===== config.mk =====
export PLATFORM = sky130hd
export DESIGN_NAME = floor_request_panel_flat
export DESIGN_NICKNAME = d
export VERILOG_FILES = /design/src/rtl/floor_request_panel_pkg.sv /design/src/rtl/floor_request_panel_if.sv /design/src/rtl/floor_request_panel_button_debounce.sv /design/src/rtl/floor_request_panel.sv /design/src/flat_wrapper.sv
export SDC_FILE = /design/constraint.sdc
export NUM_CORES = 1
export LEC_CHECK = 0
export CORE_MARGIN = 10
export CORE_UTILIZATION = 25
export DETAILED_ROUTE_END_ITERATION = 16
export HOLD_SLACK_MARGIN = 0.12
export PLACE_DENSITY = 0.42
export SYNTH_ARGS = -nofsm -noshare
export SYNTH_HDL_FRONTEND = slang
export SYNTH_SLANG_ARGS = --single-unit

===== constraint.sdc =====
create_clock -name clk -period 4.85 [get_ports clk]
set_input_delay 0.7275 -clock clk [delete_from_list [all_inputs] [get_ports clk]]
set_output_delay 0.7275 -clock clk [all_outputs]
set_load 0.1 [all_outputs]

===== src/rtl/floor_request_panel_pkg.sv =====
// Shared constants and debouncer state encodings for the floor request panel.
package floor_request_panel_pkg;

    localparam int NUM_FLOORS_DEFAULT = 3;
    localparam int FLOOR_W            = 2;
    localparam int DB_COUNT_W         = 8;

    typedef enum logic [1:0] {
        STABLE_LOW  = 2'b00,
        CHECK_HIGH  = 2'b01,
        STABLE_HIGH = 2'b10,
        CHECK_LOW   = 2'b11
    } db_state_t;

endpackage


===== src/rtl/floor_request_panel_if.sv =====
// Call-button / controller bus of the floor request panel.
interface floor_request_panel_if
    import floor_request_panel_pkg::*;
#(
    parameter int NUM_FLOORS = NUM_FLOORS_DEFAULT
);
    logic [NUM_FLOORS-1:0] btn;
    logic [FLOOR_W-1:0]    current_floor;
    logic                  door_open;
    logic [NUM_FLOORS-1:0] req;
    logic [NUM_FLOORS-1:0] lamp;
    logic [FLOOR_W-1:0]    pending_count;
    logic                  press_ignored;

    modport master (
        output btn, current_floor, door_open,
        input  req, lamp, pending_count, press_ignored
    );

    modport slave (
        input  btn, current_floor, door_open,
        output req, lamp, pending_count, press_ignored
    );
endinterface


===== src/rtl/floor_request_panel_button_debounce.sv =====
// One call button: two-flop synchronizer, four-state debouncer, press pulse on 0->1.
module button_debounce
    import floor_request_panel_pkg::*;
#(
    parameter int DEBOUNCE_CYCLES = 4
)(
    input  logic clk,
    input  logic reset,
    input  logic btn_raw,
    output logic press
);
    localparam logic [DB_COUNT_W-1:0] DB_LIMIT = DB_COUNT_W'(DEBOUNCE_CYCLES);

    logic                  sync_meta_reg;
    logic                  sync_reg;
    db_state_t             state_reg;
    logic [DB_COUNT_W-1:0] count_reg;
    logic                  press_reg;

    always_ff @(posedge clk or posedge reset) begin
        if (reset) begin
            sync_meta_reg <= 1'b0;
            sync_reg      <= 1'b0;
            state_reg     <= STABLE_LOW;
            count_reg     <= '0;
            press_reg     <= 1'b0;
        end else begin
            sync_meta_reg <= btn_raw;
            sync_reg      <= sync_meta_reg;
            press_reg     <= 1'b0;
            // The first mismatching sample already counts as one stable cycle.
            case (state_reg)
                STABLE_LOW: begin
                    if (sync_reg) begin
                        if (DB_LIMIT == 8'd1) begin
                            state_reg <= STABLE_HIGH;
                            press_reg <= 1'b1;
                        end else begin
                            state_reg <= CHECK_HIGH;
                            count_reg <= 8'd1;
                        end
                    end
                end
                CHECK_HIGH: begin
                    if (!sync_reg) begin
                        state_reg <= STABLE_LOW;
                        count_reg <= '0;
                    end else if (count_reg + 8'd1 == DB_LIMIT) begin
                        state_reg <= STABLE_HIGH;
                        count_reg <= '0;
                        press_reg <= 1'b1;
                    end else begin
                        count_reg <= count_reg + 8'd1;
                    end
                end
                STABLE_HIGH: begin
                    if (!sync_reg) begin
                        if (DB_LIMIT == 8'd1) begin
                            state_reg <= STABLE_LOW;
                        end else begin
                            state_reg <= CHECK_LOW;
                            count_reg <= 8'd1;
                        end
                    end
                end
                CHECK_LOW: begin
                    if (sync_reg) begin
                        state_reg <= STABLE_HIGH;
                        count_reg <= '0;
                    end else if (count_reg + 8'd1 == DB_LIMIT) begin
                        state_reg <= STABLE_LOW;
                        count_reg <= '0;
                    end else begin
                        count_reg <= count_reg + 8'd1;
                    end
                end
                default: begin
                    state_reg <= STABLE_LOW;
                    count_reg <= '0;
                end
            endcase
        end
    end

    assign press = press_reg;

endmodule


===== src/rtl/floor_request_panel.sv =====
// Latches debounced floor calls, clears the serviced floor on door_open, reports counts.
module floor_request_panel
    import floor_request_panel_pkg::*;
#(
    parameter int NUM_FLOORS      = NUM_FLOORS_DEFAULT,
    parameter int DEBOUNCE_CYCLES = 4
)(
    input  logic clk,
    input  logic reset,
    floor_request_panel_if.slave bus
);
    logic [NUM_FLOORS-1:0] press_vec;
    logic [NUM_FLOORS-1:0] clear_mask;
    logic [NUM_FLOORS-1:0] req_reg;
    logic [NUM_FLOORS-1:0] req_next;
    logic [FLOOR_W-1:0]    count_next;
    logic [FLOOR_W-1:0]    pending_count_reg;
    logic                  press_ignored_reg;
    logic                  press_ignored_next;

    generate
        for (genvar gi = 0; gi < NUM_FLOORS; gi++) begin : g_floor
            button_debounce #(
                .DEBOUNCE_CYCLES(DEBOUNCE_CYCLES)
            ) u_debounce (
                .clk     (clk),
                .reset   (reset),
                .btn_raw (bus.btn[gi]),
                .press   (press_vec[gi])
            );
        end
    endgenerate

    // An out-of-range current_floor matches no bit, so nothing is cleared.
    always_comb begin
        clear_mask = '0;
        for (int i = 0; i < NUM_FLOORS; i++) begin
            if (bus.door_open && (int'(bus.current_floor) == i)) begin
                clear_mask[i] = 1'b1;
            end
        end
    end

    always_comb begin
        req_next           = (req_reg | press_vec) & ~clear_mask;
        press_ignored_next = |(press_vec & clear_mask);
        count_next         = '0;
        for (int i = 0; i < NUM_FLOORS; i++) begin
            count_next = count_next + FLOOR_W'(req_next[i]);
        end
    end

    always_ff @(posedge clk or posedge reset) begin
        if (reset) begin
            req_reg           <= '0;
            pending_count_reg <= '0;
            press_ignored_reg <= 1'b0;
        end else begin
            req_reg           <= req_next;
            pending_count_reg <= count_next;
            press_ignored_reg <= press_ignored_next;
        end
    end

    assign bus.req           = req_reg;
    assign bus.lamp          = req_reg;
    assign bus.pending_count = pending_count_reg;
    assign bus.press_ignored = press_ignored_reg;

endmodule


===== src/flat_wrapper.sv =====
// flat-port wrapper written by rule: the top's interface ports become plain ports
module floor_request_panel_flat import floor_request_panel_pkg::*;
#(
    parameter int NUM_FLOORS      = NUM_FLOORS_DEFAULT,
    parameter int DEBOUNCE_CYCLES = 4
)
  (clk, reset, bus_btn, bus_current_floor, bus_door_open, bus_req, bus_lamp, bus_pending_count, bus_press_ignored);
  floor_request_panel_if #(.NUM_FLOORS(NUM_FLOORS)) bus_i ();
  input  logic clk;
  input  logic reset;
  input wire logic [$bits(bus_i.btn)-1:0] bus_btn;
  input wire logic [$bits(bus_i.current_floor)-1:0] bus_current_floor;
  input wire logic [$bits(bus_i.door_open)-1:0] bus_door_open;
  output wire logic [$bits(bus_i.req)-1:0] bus_req;
  output wire logic [$bits(bus_i.lamp)-1:0] bus_lamp;
  output wire logic [$bits(bus_i.pending_count)-1:0] bus_pending_count;
  output wire logic [$bits(bus_i.press_ignored)-1:0] bus_press_ignored;
  assign bus_i.btn = bus_btn;
  assign bus_i.current_floor = bus_current_floor;
  assign bus_i.door_open = bus_door_open;
  assign bus_req = bus_i.req;
  assign bus_lamp = bus_i.lamp;
  assign bus_pending_count = bus_i.pending_count;
  assign bus_press_ignored = bus_i.press_ignored;
  floor_request_panel #(.NUM_FLOORS(NUM_FLOORS), .DEBOUNCE_CYCLES(DEBOUNCE_CYCLES)) u_core (.clk(clk), .reset(reset), .bus(bus_i));
endmodule

Word-level counts from Yosys, hierarchy flattened
Index checks and enable logic that the tools add are counted. Widths: inputs -> output; s select.

Flip-flop bits (word level): 45. Bits in latches: 0. RAM bits: 0. Bits in read-only memories: 0. Input port bits: 8. Output and inout bits: 9. Memories kept: 0.

Add/subtract/negate cells: 5. Multipliers: 0. Div/mod/pow operators: 0. $lt $le $gt $ge: 0. Equality and inequality tests: 26. Shift-type cells: 0. Multiplexer cells: 51. Bitwise operators: 4. Reduce and logical (&&, ||, !) cells: 14.

Operators with widths (number): $mux 8 (15); $pmux 8 s4 (3); $mux 2 (18); $add 8x1->8 const B (3); $eq 8x3->1 const B (3); $pmux 2 s4 (3); $ne 3x3->1 const B (6); $eq 2x2->1 const B (8); $mux 1 (12); $ne 2x2->1 const B (6); $reduce_and 4->1 (3); $logic_not 2->1 (4); $and 3x3->3 (2); $eq 2x1->1 const B (3); $reduce_and 2->1 (3); $logic_and 1x1->1 (3); $not 3->3 (1); $or 3x3->3 (1); $reduce_or 3->1 (1); $add 1x1->2 (1); $add 2x1->2 (1).

Longest topological paths before layout
Gate-level depths: netlist of run 1.

Word-level depth: 7. Mapped depth: 6.

By module
Synthesis of run 1 repeated with hierarchy kept, for this count alone.

Cell total of the unflattened synthesis: 208. Area total of the unflattened synthesis: 2269.7 µm².

By module, submodules not included: button_debounce at u_core.g_floor[0].u_debounce ... (instances 2, cells an instance 62, area each 674.4 µm², sequential area each 325.3 µm²); button_debounce at u_core.g_floor[2].u_debounce (instances 1, cells an instance 58, area each 623.1 µm², sequential area each 325.3 µm²); floor_request_panel (instances 1, cells an instance 26, area each 297.8 µm², sequential area each 150.1 µm²).

Worst setup path before layout of run 1
No wires, ideal clock.

Kind: reg-to-output. From: register u_core.req_reg[0], in the netlist u_core.bus.lamp[0]. To: output bus_req[0]. Data arrival time: 1340 ps. Required time: 4123 ps. Path slack: 2782 ps. Cell stages (with the launch flop): 2. Buffers on the path: 1. Cells stage by stage: dfrtp_1 -> buf_4.

RTL lines: start: declaration (line floor_request_panel.sv:14) `logic [NUM_FLOORS-1:0] req_reg;`; start signal: assignment (line floor_request_panel.sv:59) `req_reg <= req_next;`; end: declaration (line flat_wrapper.sv:14) `output wire logic [$bits(bus_i.req)-1:0] bus_req;`.

No word-level cell between the ends.

Worst setup path in the final report of run 1
From: register u_core.req_reg[2], in the netlist u_core.bus.lamp[2]. To: output bus_req[2].

No word-level cell between the ends.

==> summary.txt, run 1 <==
Drt
  • # DRC: 0
  • DR vias: 1528
  • Initial DRC Count: 93
  • 1st-pass router iterations: 4
  • Final WL: 4.14 mm
  • Via density: 4.69
  • Antenna-violating nets left: 0
  • Drt wl/cell: 12.7 um

Pwr
  • NetSw: 0.000487 W
  • Combinational Power Share: 0.356
  • Pwr per Cell Area: 469 nW/um2
  • Net Sw Frac: 0.418
  • Peak VDD IR: 0.168 mV
  • Sequential share of power: 0.452
  • Leak: 1.05 nW
  • Pint: 0.000679 W
  • Clock share of power: 0.192

Clock network
  • Num CTS Buffers: 5
  • CTS tree: built
  • Setup bufs post-CTS: 0
  • CTS max path bufs: 2
  • CTS clk-pin slew, worst paths: 90 ps
  • # resized after CTS: 0
  • Clock Latency Late Sink: 300 ps
  • H-Tree Depth: 2
  • Root Driver: clkbuf_8
  • CTS Hold Buffers Added: 0
  • Clk sinks: 45

Synthesis
  • Synth Flop Type: dfrtp_1
  • Post-Syn Nets: 217
  • Top-area cell type share of the netlist area: 0.522
  • Top cell type by total area after synthesis: dfrtp_1
  • EDFF count, synth: 0
  • Post-synthesis sequential area ratio: 0.522
  • Yosys Warn Count: 0
  • FFs w/ async S/R, synth: 1.00
  • Syn Std Cell Area: 2160 um2
  • Syn avg cell area: 10.6 um2
  • Register bit total from synthesis: 45
  • Most area-consuming cells after synthesis: dfrtp_1 (52%), xor2_1 (3.7%), nand3_1 (3.5%)
  • Netlist cell types: 44
  • Cells after Synth: 203

Worst setup path
  • Family with the most delay on the worst path: buffers and inverters
  • Type of the worst setup path: flip-flop to output pin
  • Register-to-Register Setup Slack: 2850 ps
  • Crit path cell chain: clkdlybuf4s50_1
  • CP bufs+invs: 1
  • CP max FO: 3
  • Max incr delay on CP: 1140 ps
  • Slowest stage cell, crit path: clkdlybuf4s50_1
  • Critical Path Start Type: flip-flop
  • Worst R2R Start: u_core.g_floor[1].u_debounce.count_reg[0]$_DFFE_PP0P_
  • WP data required: 4120 ps
  • Crit. Startpoint: u_core.bus.lamp[2]$_DFF_PP0_
  • CP Capture Type: output pin
  • CP arrival: 1810 ps

Finish
  • Largest register FFs: 24
  • Fill count: 864
  • Fin cells: 326
  • Most frequent cells in the layout: dfrtp_1 (45), nand2_1 (19), clkdlybuf4s50_1 (16), nand3_1 (15), o21ai_0 (15)
  • Nets: 234
  • Layout cells sized above 1: 0.0769
  • Area Growth Syn to Fin: 15.4%
  • ANT cells: 0
  • Most common cell after layout, fill and taps aside: dfrtp_1

Global routing
  • GRT met3 Usage: 0.0227
  • Most Crowded Layer GR: met1
  • Gr ovfl total: 0
  • GR Util met1: 0.0925
  • Grt met2 use: 0.0914
  • First-pass GRT wire length: 7.20 mm
  • Initial antenna violation count: 0
  • Total GRT Usage: 0.0668
  • Vias in the first global route: 1466
  • Largest net degree at the start of global routing: 46

Floorplanning
  • Starting density of the core: 0.260
  • Cell row count: 33
  • I/O Pins: 17
  • CORE AREA: 8300 um2
  • Die Span Y: 113 um
  • Die W: 113 um
  • Die area: 12700 um2

Hold path
  • Worst hold path startpoint: u_core.g_floor[1].u_debounce.sync_meta_reg$_DFF_PP0_
  • HP Class: flip-flop to flip-flop

STA
  • Period utilisation layout: 0.524
  • Max Clk Rate: 393 MHz
  • RSZ-0062 raised after global routing: false
  • Final Hold Fails: 0
  • TNS Setup: 0 ps
  • Final Max Tran Viols: 0
  • Clock skew: 10.9 ps
  • Setup violations, final: 0
  • Slew @ Worst Pin: 976 ps
  • Final critical-path required period: 2540 ps
  • Max-slew headroom: 0.347

Placement
  • Post-DP HPWL: 2.84 mm
  • Buffers added on ports: 16
  • Post-Place Cells: 318
  • GPL Wtd Cong: 0.740

Status
  • Outcome: finished clean

Flow run
  • Max-Cap Viols: 0
## synthesized netlist by cell type, types with 2 or more instances
cell	instances
buf_4	3
nand3_1	15
dfrtp_1	45
and3_1	5
nor2_1	11
nor3b_1	4
o22ai_1	8
o21ai_0	15
nand4_1	2
mux2_2	2
a31oi_1	3
a21o_1	2
and2_1	2
xnor2_1	4
nand2_1	19
o31ai_1	3
a21oi_1	9
o32a_1	2
nor2b_1	4
nand2b_1	5
clkbuf_1	2
ha_1	5
xor2_1	9
inv_1	4
## final timing paths
kind | end | depth (start not counted)
worst min register to register | u_core.g_floor[1].u_debounce.sync_reg$_DFF_PP0_ | 0
min in group asynchronous | u_core.bus.press_ignored$_DFF_PP0_ | 2
worst max-delay path | bus_req[2] | 1
worst max register to register | flip-flop | 6
worst min-delay path | u_core.g_floor[1].u_debounce.sync_reg$_DFF_PP0_ | 0
max in group asynchronous | u_core.g_floor[2].u_debounce.count_reg[0]$_DFFE_PP0P_ | 2
## routing by layer
metal | wire (um) | vias up
li1 | - | 771
met1 | 2190 | 717
met2 | 1680 | 35
met3 | 201 | 5
met4 | 63 | 0
met5 | 0 | -
## logic make-up (layout without fill, tap and decap cells)
group,after synthesis,after routing,synth area share
and+or+nand+nor,74,74,0.185
AOI/OAI and AO/OA,51,51,0.154
DFF,45,45,0.522
xor gates and xnor gates,13,13,0.0528
buffers and inverters,10,28,0.0261
adders and majority gates,6,6,0.0383
muxes,4,4,0.0221
## through the flow
| step | hold WS [ps] | instance area (um2) | power [W] | setup WS (ps) | util |
|---|---|---|---|---|---|
| 3_3_place_gp | 333 | 2410 | 0.000958 | 2560 | 0.290 |
| 3_5_place_dp | 338 | 2410 | 0.000956 | 2560 | 0.290 |
| 6_report | 352 | 2490 | 0.00117 | 2310 | 0.300 |
| 2_1_floorplan | 331 | 2160 | 0.000853 | 2780 | - |
| 5_1_grt | 362 | 2490 | 0.00126 | 2210 | 0.300 |
| 4_1_cts | 356 | 2490 | 0.00119 | 2280 | 0.300 |
## power groups by stage
| stage | Combinational (W) | Sequential (W) | Clock (W) |
|---|---|---|---|
| 3_5_place_dp | 0.000420 | 0.000535 | 0 |
| 5_1_grt | 0.000465 | 0.000542 | 0.000256 |
| 6_report | 0.000415 | 0.000527 | 0.000224 |
| 3_3_place_gp | 0.000424 | 0.000534 | 0 |
| 2_1_floorplan | 0.000288 | 0.000565 | 0 |
| 4_1_cts | 0.000421 | 0.000528 | 0.000239 |
## final cells by class
| class | count | area (um2) | area share |
|---|---|---|---|
| clock buffers | 6 | 72.6 | 0.0292 |
| clock inverters | 2 | 10.0 | 0.00402 |
| inverters | 4 | 15.0 | 0.00603 |
| multi-input cells | 148 | 973 | 0.391 |
| flip-flops and latches | 45 | 1130 | 0.452 |
| well taps | 105 | 131 | 0.0528 |
| repair buffers | 16 | 160 | 0.0644 |
Power figures use the tool's default switching activity.
==> inputs of run 2 (changes only) <==
Settings changed: PLACE_DENSITY 0.42 to 0.43.
Clock period 4.85 ns to 2.1 ns, I/O delays scaled along.
==> run 2 against run 1 <==
Net effect: wire length up 4.2%; total power is 150% higher; sequential share of layout area decreased by 1.5 points; cell area grew 3.5%; first-iteration DRC count down 8.6%; critical path type is now flip-flop to flip-flop.
==> summary.txt, run 2 (same netlist as run 1, synthesis figures left out) <==
Clock network
  • Root Driver: clkbuf_8
  • Clock Latency Late Sink: 300 ps
  • CTS clk-pin slew, worst paths: 80 ps
  • CTS Hold Buffers Added: 0
  • Num CTS Buffers: 5
  • CTS max path bufs: 2
  • H-Tree Depth: 2
  • CTS tree: built
  • Clk sinks: 45

Floorplanning
  • CORE AREA: 8300 um2
  • I/O Pins: 17
  • Die area: 12700 um2
  • Starting density of the core: 0.260
  • Die W: 113 um
  • Cell row count: 33
  • Die Span Y: 113 um

Worst setup path
  • CP arrival: 2140 ps
  • Crit. Startpoint: u_core.g_floor[1].u_debounce.count_reg[0]$_DFFE_PP0P_
  • Crit path cell chain: ha_1 > and3_1 > a311o_1 > o31ai_4 > nand3_1 > mux2_2
  • CP bufs+invs: 0
  • Critical Path Start Type: flip-flop
  • Family with the most delay on the worst path: compound AO/OA/AOI/OAI gates
  • WP data required: 2280 ps
  • Slowest stage cell, crit path: dfrtp_2
  • Worst R2R Start: u_core.g_floor[1].u_debounce.count_reg[0]$_DFFE_PP0P_
  • CP max FO: 6
  • Max incr delay on CP: 450 ps
  • Type of the worst setup path: flip-flop to flip-flop
  • CP Capture Type: flip-flop

STA
  • Final critical-path required period: 1960 ps
  • Max-slew headroom: 0.673
  • Final Hold Fails: 0
  • Max Clk Rate: 510 MHz
  • Setup violations, final: 0
  • Slew @ Worst Pin: 488 ps
  • TNS Setup: 0 ps
  • Period utilisation layout: 0.934
  • Clock skew: 6.58 ps
  • RSZ-0062 raised after global routing: false
  • Final Max Tran Viols: 0

Pwr
  • Leak: 1.12 nW
  • Combinational Power Share: 0.348
  • Peak VDD IR: 0.490 mV
  • Sequential share of power: 0.418
  • Clock share of power: 0.234
  • Pint: 0.00176 W
  • NetSw: 0.00115 W
  • Net Sw Frac: 0.395
  • Pwr per Cell Area: 1130 nW/um2

Finish
  • Fin cells: 333
  • Area Growth Syn to Fin: 19.4%
  • Fill count: 818
  • Most common cell after layout, fill and taps aside: dfrtp_1
  • Layout cells sized above 1: 0.149
  • Most frequent cells in the layout: dfrtp_1 (44), nand2_1 (19), nand3_1 (15), o21ai_0 (15), buf_4 (15)
  • ANT cells: 0
  • Nets: 241
  • Largest register FFs: 24

Placement
  • GPL Wtd Cong: 0.766
  • Post-Place Cells: 325
  • Post-DP HPWL: 3.02 mm
  • Buffers added on ports: 16

Drt
  • DR vias: 1547
  • 1st-pass router iterations: 6
  • # DRC: 0
  • Via density: 4.65
  • Initial DRC Count: 85
  • Final WL: 4.31 mm
  • Drt wl/cell: 12.9 um
  • Antenna-violating nets left: 0

Global routing
  • Gr ovfl total: 0
  • Largest net degree at the start of global routing: 46
  • Vias in the first global route: 1430
  • First-pass GRT wire length: 7.38 mm
  • Total GRT Usage: 0.0698
  • Initial antenna violation count: 0

Flow run
  • Max-Cap Viols: 0

Status
  • Outcome: finished clean

Hold path
  • Worst hold path startpoint: u_core.g_floor[1].u_debounce.sync_meta_reg$_DFF_PP0_
  • HP Class: flip-flop to flip-flop
run 2: changes by cell type in the layout (fill, tap and decap cells not counted), sizes merged:
| cell | change |
|---|---|
| buf | +16 |
| clkdlybuf4s50 | -9 |
| clkinv | -2 |
| bufinv | +1 |
| clkbuf | +1 |
run 2: final timing paths:
path                       depth (start not counted)  slack [ps]                                                    end
max in group asynchronous                          3        1510  u_core.g_floor[1].u_debounce.count_reg[0]$_DFFE_PP0P_
max                                                6         140                                              flip-flop
min                                                0         350        u_core.g_floor[1].u_debounce.sync_reg$_DFF_PP0_
min reg2reg                                        0         350        u_core.g_floor[1].u_debounce.sync_reg$_DFF_PP0_
min in group asynchronous                          3         370  u_core.g_floor[2].u_debounce.count_reg[7]$_DFFE_PP0P_
max reg2reg                                        6         140                                              flip-flop
run 2: area by class of cell:
class | count | area, um2 | share of cell area
sequential | 45 | 1130 | 0.438
multi-input combinational | 148 | 982 | 0.381
timing repair buffer | 23 | 203 | 0.0787
tap | 105 | 131 | 0.0510
clock buffer | 7 | 86.3 | 0.0335
clock inverter | 1 | 30.0 | 0.0117
inverter | 4 | 15.0 | 0.00583
run 2: worst register-to-register path: stages, from the launching register on:
cell and delay (ps):
dfrtp_2 450, ha_1 240, and3_1 210, a311o_1 400
o31ai_4 90, nand3_1 160, mux2_2 300
run 2: what timing repair did:
action,CTS,global route
gates resized for setup,0,2
buffers inserted,0,0
endpoints found under the setup margin,0,1
run 2: power groups by stage:
stage / logic [W] / registers, W / clock network (W)
finish: 0.00102 / 0.00122 / 0.000681
global route: 0.00113 / 0.00126 / 0.000753
CTS: 0.00102 / 0.00122 / 0.000714
detailed placement: 0.00102 / 0.00123 / 0
global placement: 0.00103 / 0.00123 / 0
floorplan: 0.000665 / 0.00131 / 0
run 2: routing by layer:
metal | wire [um] | share of wire | GRT usage | vias up
li1 | - | - | - | 788
met1 | 2290 | 0.53 | 0.103 | 716
met2 | 1710 | 0.40 | 0.0856 | 36
met3 | 216 | 0.050 | 0.0217 | 7
met4 | 92 | 0.021 | 0.0381 | 0
met5 | 0 | 0 | 0 | -
run 2: metrics by stage:
step / power, W / worst slack (ps) / utilization / instance area, um2 / hold slack [ps]
2_1_floorplan: 0.00197 / 275 / - / 2160 / 331
3_3_place_gp: 0.00227 / 142 / 0.295 / 2450 / 337
3_5_place_dp: 0.00225 / 117 / 0.295 / 2450 / 339
4_1_cts: 0.00295 / 99.7 / 0.309 / 2560 / 358
5_1_grt: 0.00314 / 36.0 / 0.310 / 2570 / 369
6_report: 0.00291 / 138 / 0.310 / 2570 / 354
==> inputs of run 3 (changes only) <==
--- a/config.mk
+++ b/config.mk
@@ -8,4 +8,5 @@
 export CORE_MARGIN = 10
 export CORE_UTILIZATION = 25
+export CTS_CLUSTER_SIZE = 28
 export DETAILED_ROUTE_END_ITERATION = 16
 export HOLD_SLACK_MARGIN = 0.12
==> constraint.sdc (replaced) <==
create_clock -name clk -period 2.1 [get_ports clk]
set_input_delay 0.315 -clock clk [delete_from_list [all_inputs] [get_ports clk]]
set_output_delay 0.315 -clock clk [all_outputs]
set_load 0.005 [all_outputs]
==> run 3 against run 2 <==
Net effect: wire length increased by 2.8%; first-iteration DRC count decreased by 51%; register-to-register slack about the same; sequential power about the same; maximum frequency increased by 0.68%; clock power increased by 0.9%; critical path type unchanged; highest routed layer unchanged.
==> summary.txt, run 3 (same netlist as run 1, synthesis figures left out) <==
Status
  • Outcome: finished clean

Pwr
  • Pint: 0.00177 W
  • NetSw: 0.000903 W
  • Combinational Power Share: 0.287
  • Pwr per Cell Area: 1030 nW/um2
  • Sequential share of power: 0.456
  • Leak: 1.11 nW
  • Net Sw Frac: 0.337
  • Peak VDD IR: 0.403 mV
  • Clock share of power: 0.257

Finish
  • ANT cells: 0
  • Most frequent cells in the layout: dfrtp_1 (45), nand2_1 (19), clkdlybuf4s50_1 (16), nand3_1 (15), o21ai_0 (15)
  • Area Growth Syn to Fin: 20.4%
  • Largest register FFs: 24
  • Nets: 241
  • Most common cell after layout, fill and taps aside: dfrtp_1
  • Fill count: 870
  • Layout cells sized above 1: 0.105

Worst setup path
  • Type of the worst setup path: flip-flop to flip-flop
  • WP data required: 2290 ps
  • Critical Path Start Type: flip-flop
  • CP Capture Type: flip-flop
  • CP arrival: 2140 ps
  • CP max FO: 5

Clock network
  • CTS tree: built
  • Clk sinks: 45
  • Root Driver: clkbuf_8
  • Num CTS Buffers: 5
  • CTS clk-pin slew, worst paths: 80 ps
  • Clock Latency Late Sink: 300 ps
  • H-Tree Depth: 2
  • CTS max path bufs: 2

STA
  • Period utilisation layout: 0.928
  • Final Max Tran Viols: 0
  • Slew @ Worst Pin: 478 ps
  • Clock skew: 6.61 ps
  • Max-slew headroom: 0.680
  • Setup violations, final: 0
  • Final Hold Fails: 0
  • Final critical-path required period: 1950 ps
  • RSZ-0062 raised after global routing: false
  • Hold WS: 353 ps
  • TNS Setup: 0 ps
  • Max Clk Rate: 513 MHz

Global routing
  • Initial antenna violation count: 0
  • Total GRT Usage: 0.0698
  • Largest net degree at the start of global routing: 46
  • First-pass GRT wire length: 7.42 mm
  • Gr ovfl total: 0
  • Vias in the first global route: 1472

Floorplanning
  • Die W: 113 um
  • I/O Pins: 17
  • CORE AREA: 8300 um2
  • Die area: 12700 um2
  • Die Span Y: 113 um
  • Cell row count: 33
  • Starting density of the core: 0.260

Placement
  • Buffers added on ports: 16
  • Post-DP HPWL: 3.04 mm
  • GPL Wtd Cong: 0.774

Drt
  • # DRC: 0
  • Drt wl/cell: 13.3 um
  • Final WL: 4.43 mm
  • Via density: 4.66
  • Antenna-violating nets left: 0
  • DR vias: 1551
  • Initial DRC Count: 42
  • 1st-pass router iterations: 4

Hold path
  • HP Class: flip-flop to flip-flop

Flow run
  • Max-Cap Viols: 0
[run 3: power groups by stage]
stage	clock network (W)	registers, W	logic [W]
after global placement	0	0.00124	0.000765
final	0.000687	0.00122	0.000768
after global routing	0.000743	0.00126	0.000878
after CTS	0.000708	0.00122	0.000767
after detailed placement	0	0.00124	0.000764
after floorplan	0	0.00116	0.000560
[run 3: metrics by stage]
stage	util	setup slack (ps)	instances	instance area [um2]	power, W
after floorplan	-	275	203	2160	0.00172
after global placement	0.297	146	324	2460	0.00200
after detailed placement	0.297	116	324	2460	0.00200
after CTS	0.311	88.5	332	2580	0.00270
after global routing	0.313	14.0	333	2600	0.00288
final	0.313	151	333	2600	0.00268
[run 3: path summary, 6_finish.rpt]
check,from,to,slack [ps],depth (start not counted)
min in group asynchronous,reset,u_core.g_floor[2].u_debounce.count_reg[7]$_DFFE_PP0P_,360,3
min reg2reg,u_core.g_floor[1].u_debounce.sync_meta_reg$_DFF_PP0_,u_core.g_floor[1].u_debounce.sync_reg$_DFF_PP0_,350,0
max in group asynchronous,reset,u_core.g_floor[0].u_debounce.sync_reg$_DFF_PP0_,1520,3
max reg2reg,u_core.g_floor[1].u_debounce.count_reg[0]$_DFFE_PP0P_,flip-flop,150,6
max,u_core.g_floor[1].u_debounce.count_reg[0]$_DFFE_PP0P_,flip-flop,150,6
min,u_core.g_floor[1].u_debounce.sync_meta_reg$_DFF_PP0_,u_core.g_floor[1].u_debounce.sync_reg$_DFF_PP0_,350,0
[run 3: layout make-up]
cell class / count / area (um2) / share of cell area
Multi-Input combinational cell: 148 / 982 / 0.378
Sequential cell: 45 / 1130 / 0.434
Tap cell: 105 / 131 / 0.0506
Timing Repair Buffer: 23 / 225 / 0.0867
Clock buffer: 7 / 86.3 / 0.0333
Inverter: 4 / 15.0 / 0.00578
Clock inverter: 1 / 30.0 / 0.0116
[run 3: critical path: stages, from the launching register on]
cell and delay, ps:
dfrtp_1 430, ha_1 250, and3_1 220, a311o_1 400
o31ai_4 90, nand3_1 160, mux2_2 300
[run 3: timing repair]
action	in CTS	in global routing
endpoints found under the hold margin	0	0
resized for setup	0	1
endpoints found under the setup margin	0	2
setup buffers	0	1
hold buffers	0	0
[run 3: per-layer routing]
metal | wire length, um | GRT usage | vias up
li1 | - | - | 776
met1 | 2360 | 0.0973 | 743
met2 | 1800 | 0.0937 | 23
met3 | 181 | 0.0195 | 9
met4 | 89 | 0.0381 | 0
met5 | 0 | 0 | -
==> patch, RTL diff (config.mk and constraints of run 3) <==
Change the package constant `FLOOR_W` from 2 to 4.
--- a/src/rtl/floor_request_panel_pkg.sv
+++ b/src/rtl/floor_request_panel_pkg.sv
@@ -2,7 +2,7 @@
 package floor_request_panel_pkg;
 
     localparam int NUM_FLOORS_DEFAULT = 3;
-    localparam int FLOOR_W            = 2;
+    localparam int FLOOR_W            = 4;
     localparam int DB_COUNT_W         = 8;
 
     typedef enum logic [1:0] {
Ports: changed (resized bus_current_floor and bus_pending_count); port bits go from 17 to 21. The function was not compared with the original's and may differ.
==> patch against run 3 <==
- the flow now finishes with violations (setup timing)
- non-clock buffer count increased by 20
- sequential cell count increased by 1
- worst setup slack got worse by 0.16 ns
- power increased by 9.6%
- synthesized area increased by 9.9%
- cell area increased by 16%
- wire length increased by 16%
- critical path type unchanged
==> patch: results (changes against run 3) <==
** Layout
- The total number of sequential cells came to 46 (+2.2%).
- Final net count :: 286 (+19%)
- Fraction of area in multi-input gates :: 40.2% (+2.3 points)
- Non-Clock Buffer Count :: 43 (+87%)
- The number of combinational gates with multiple inputs came to 167 (+13%).
- The number of signal-net inverters in the final layout is 3 (-1).
- The fraction of area in registers is 38.3% (-5.0 points).
- The number of fill cells in the layout is 938 (+7.8%).
- The clock buffer count in the final layout came to 5 (-2).
- The fraction of layout instances using a drive strength above 1 came to 19.1% (+8.6 points).
- The final-layout clock-cell area share was 2.91% (-1.6 points).

** Clock tree
- The number of buffers added by the clock tree synthesis step is 5 (unchanged).
- The clock transition at the registers of the reported paths was 0.10 ns (+0.02 ns).

** STA
- Total setup violations reported at the end of the flow :: 1 (+1)
- Sum of negative setup slack :: -0.0124 ns (-0.0124 ns)
- Setup WS post-layout :: -0.0124 ns (-0.163 ns)
- Final setup skew :: 0.0115 ns (+0.00485 ns)
- The worst hold slack across all endpoints came to 0.334 ns (-0.0197 ns).

** Placed design
- The worst-case setup slack after placement came to -0.0244 ns (-0.141 ns).
- The post-detailed-placement cell area is 2890 sq um (+17%).
- The post-placement cell count was 388 (+20%).
- IO buf count :: 19 (+3)
- The sum of net half-perimeters after detailed placement was 3690 um (+21%).

** Synth
- Synth top cells by count :: 46 x sky130_fd_sc_hd__dfrtp_1, 22 x sky130_fd_sc_hd__nand2_1, 14 x sky130_fd_sc_hd__nand3_1, 14 x sky130_fd_sc_hd__nor2_1, 10 x sky130_fd_sc_hd__nand2b_1
- Cell count after synthesis :: 224 (+10%)
- The mean instance size in the synthesized netlist is 10.6 sq um (-0.43%).
- Yosys warning total :: 0 (unchanged)
- Ranked by total cell area, the synthesized netlist is headed by sky130_fd_sc_hd__dfrtp_1 49%, sky130_fd_sc_hd__ha_1 4.8%, sky130_fd_sc_hd__nand2_1 3.5%.
- The register area share after synthesis is 48.6% (-3.6 points).
- Syn nets :: 244 (+12%)

** Global route
- Wire length of the first global-routing pass :: 8720 um (+17%)
- Grt met3 use :: 1.92% (-0.036 points)
- Met2 routing resource usage after global routing :: 12.0% (+2.7 points)
- The pin count of the biggest net entering global routing came to 29 (-37%).
- GRT Overall Usage :: 7.49% (+0.51 points)
- Met1 capacity usage during global routing :: 9.18% (-0.55 points)

** Critical path
- The worst register-to-register path begins at u_core.g_floor[0].u_debounce.count_reg[1].
- Max stage delay on crit path :: 0.51 ns (+0.08 ns)
- Crit path max fanout :: 3 (-2)
- Worst Setup SP :: u_core.g_floor[0].u_debounce.count_reg[1]
- Cell with the largest stage delay on the worst path :: sky130_fd_sc_hd__or4b_4
- The data arrival at the endpoint of the critical path is 2.31 ns (+0.17 ns).

** Routing
- The sum of met3 wire segment lengths after detailed routing is 153 um (-15%).
- The routed metal-1 wire length came to 2500 um (+6.0%).
- The routed length per instance was 12.9 um (-2.9%).
- Vias post-DR :: 1761 (+14%)

** Worst hold path
- Hold/Removal Path Class :: input port to asynchronous set/reset pin

** Status
- Violated checks :: setup timing
- The run finished, with violations left.

** Pwr
- Worst IR drop on VDD :: 0.257 mV (-36%)
[patch: kinds of logic after synthesis]
| kind of cell | after synthesis | share of synthesized area (%) |
|---|---|---|
| buffers and inverters | 11 | 2.48 |
| multiplexers | 4 | 2.06 |
| adder cells (fa/ha/maj) | 10 | 5.60 |
| AO/OA/AOI/OAI | 53 | 16.4 |
| flip-flops | 46 | 48.6 |
| XOR/XNOR | 15 | 5.55 |
| other | 1 | 0.158 |
| AND/OR/NAND/NOR | 84 | 19.1 |
[patch: where the power goes]
part	internal, mW	leakage [nW]	total, mW	switching [mW]
logic	0.570	0.636	1.12	0.551
registers	1.05	0.604	1.26	0.202
clock network	0.235	0.0483	0.556	0.321
[patch: repair_timing]
action,in CTS,in global routing
gates resized for setup,1,5
endpoints found under the setup margin,1,5
pin swaps,0,4
[patch: worst max-delay path: cells and delay by family, from the launching register on]
kind,cells,cell delay (ns)
simple gates,3,0.79
flops,1,0.44
mux,1,0.30
fa+ha+maj,1,0.17
compound gates,1,0.32
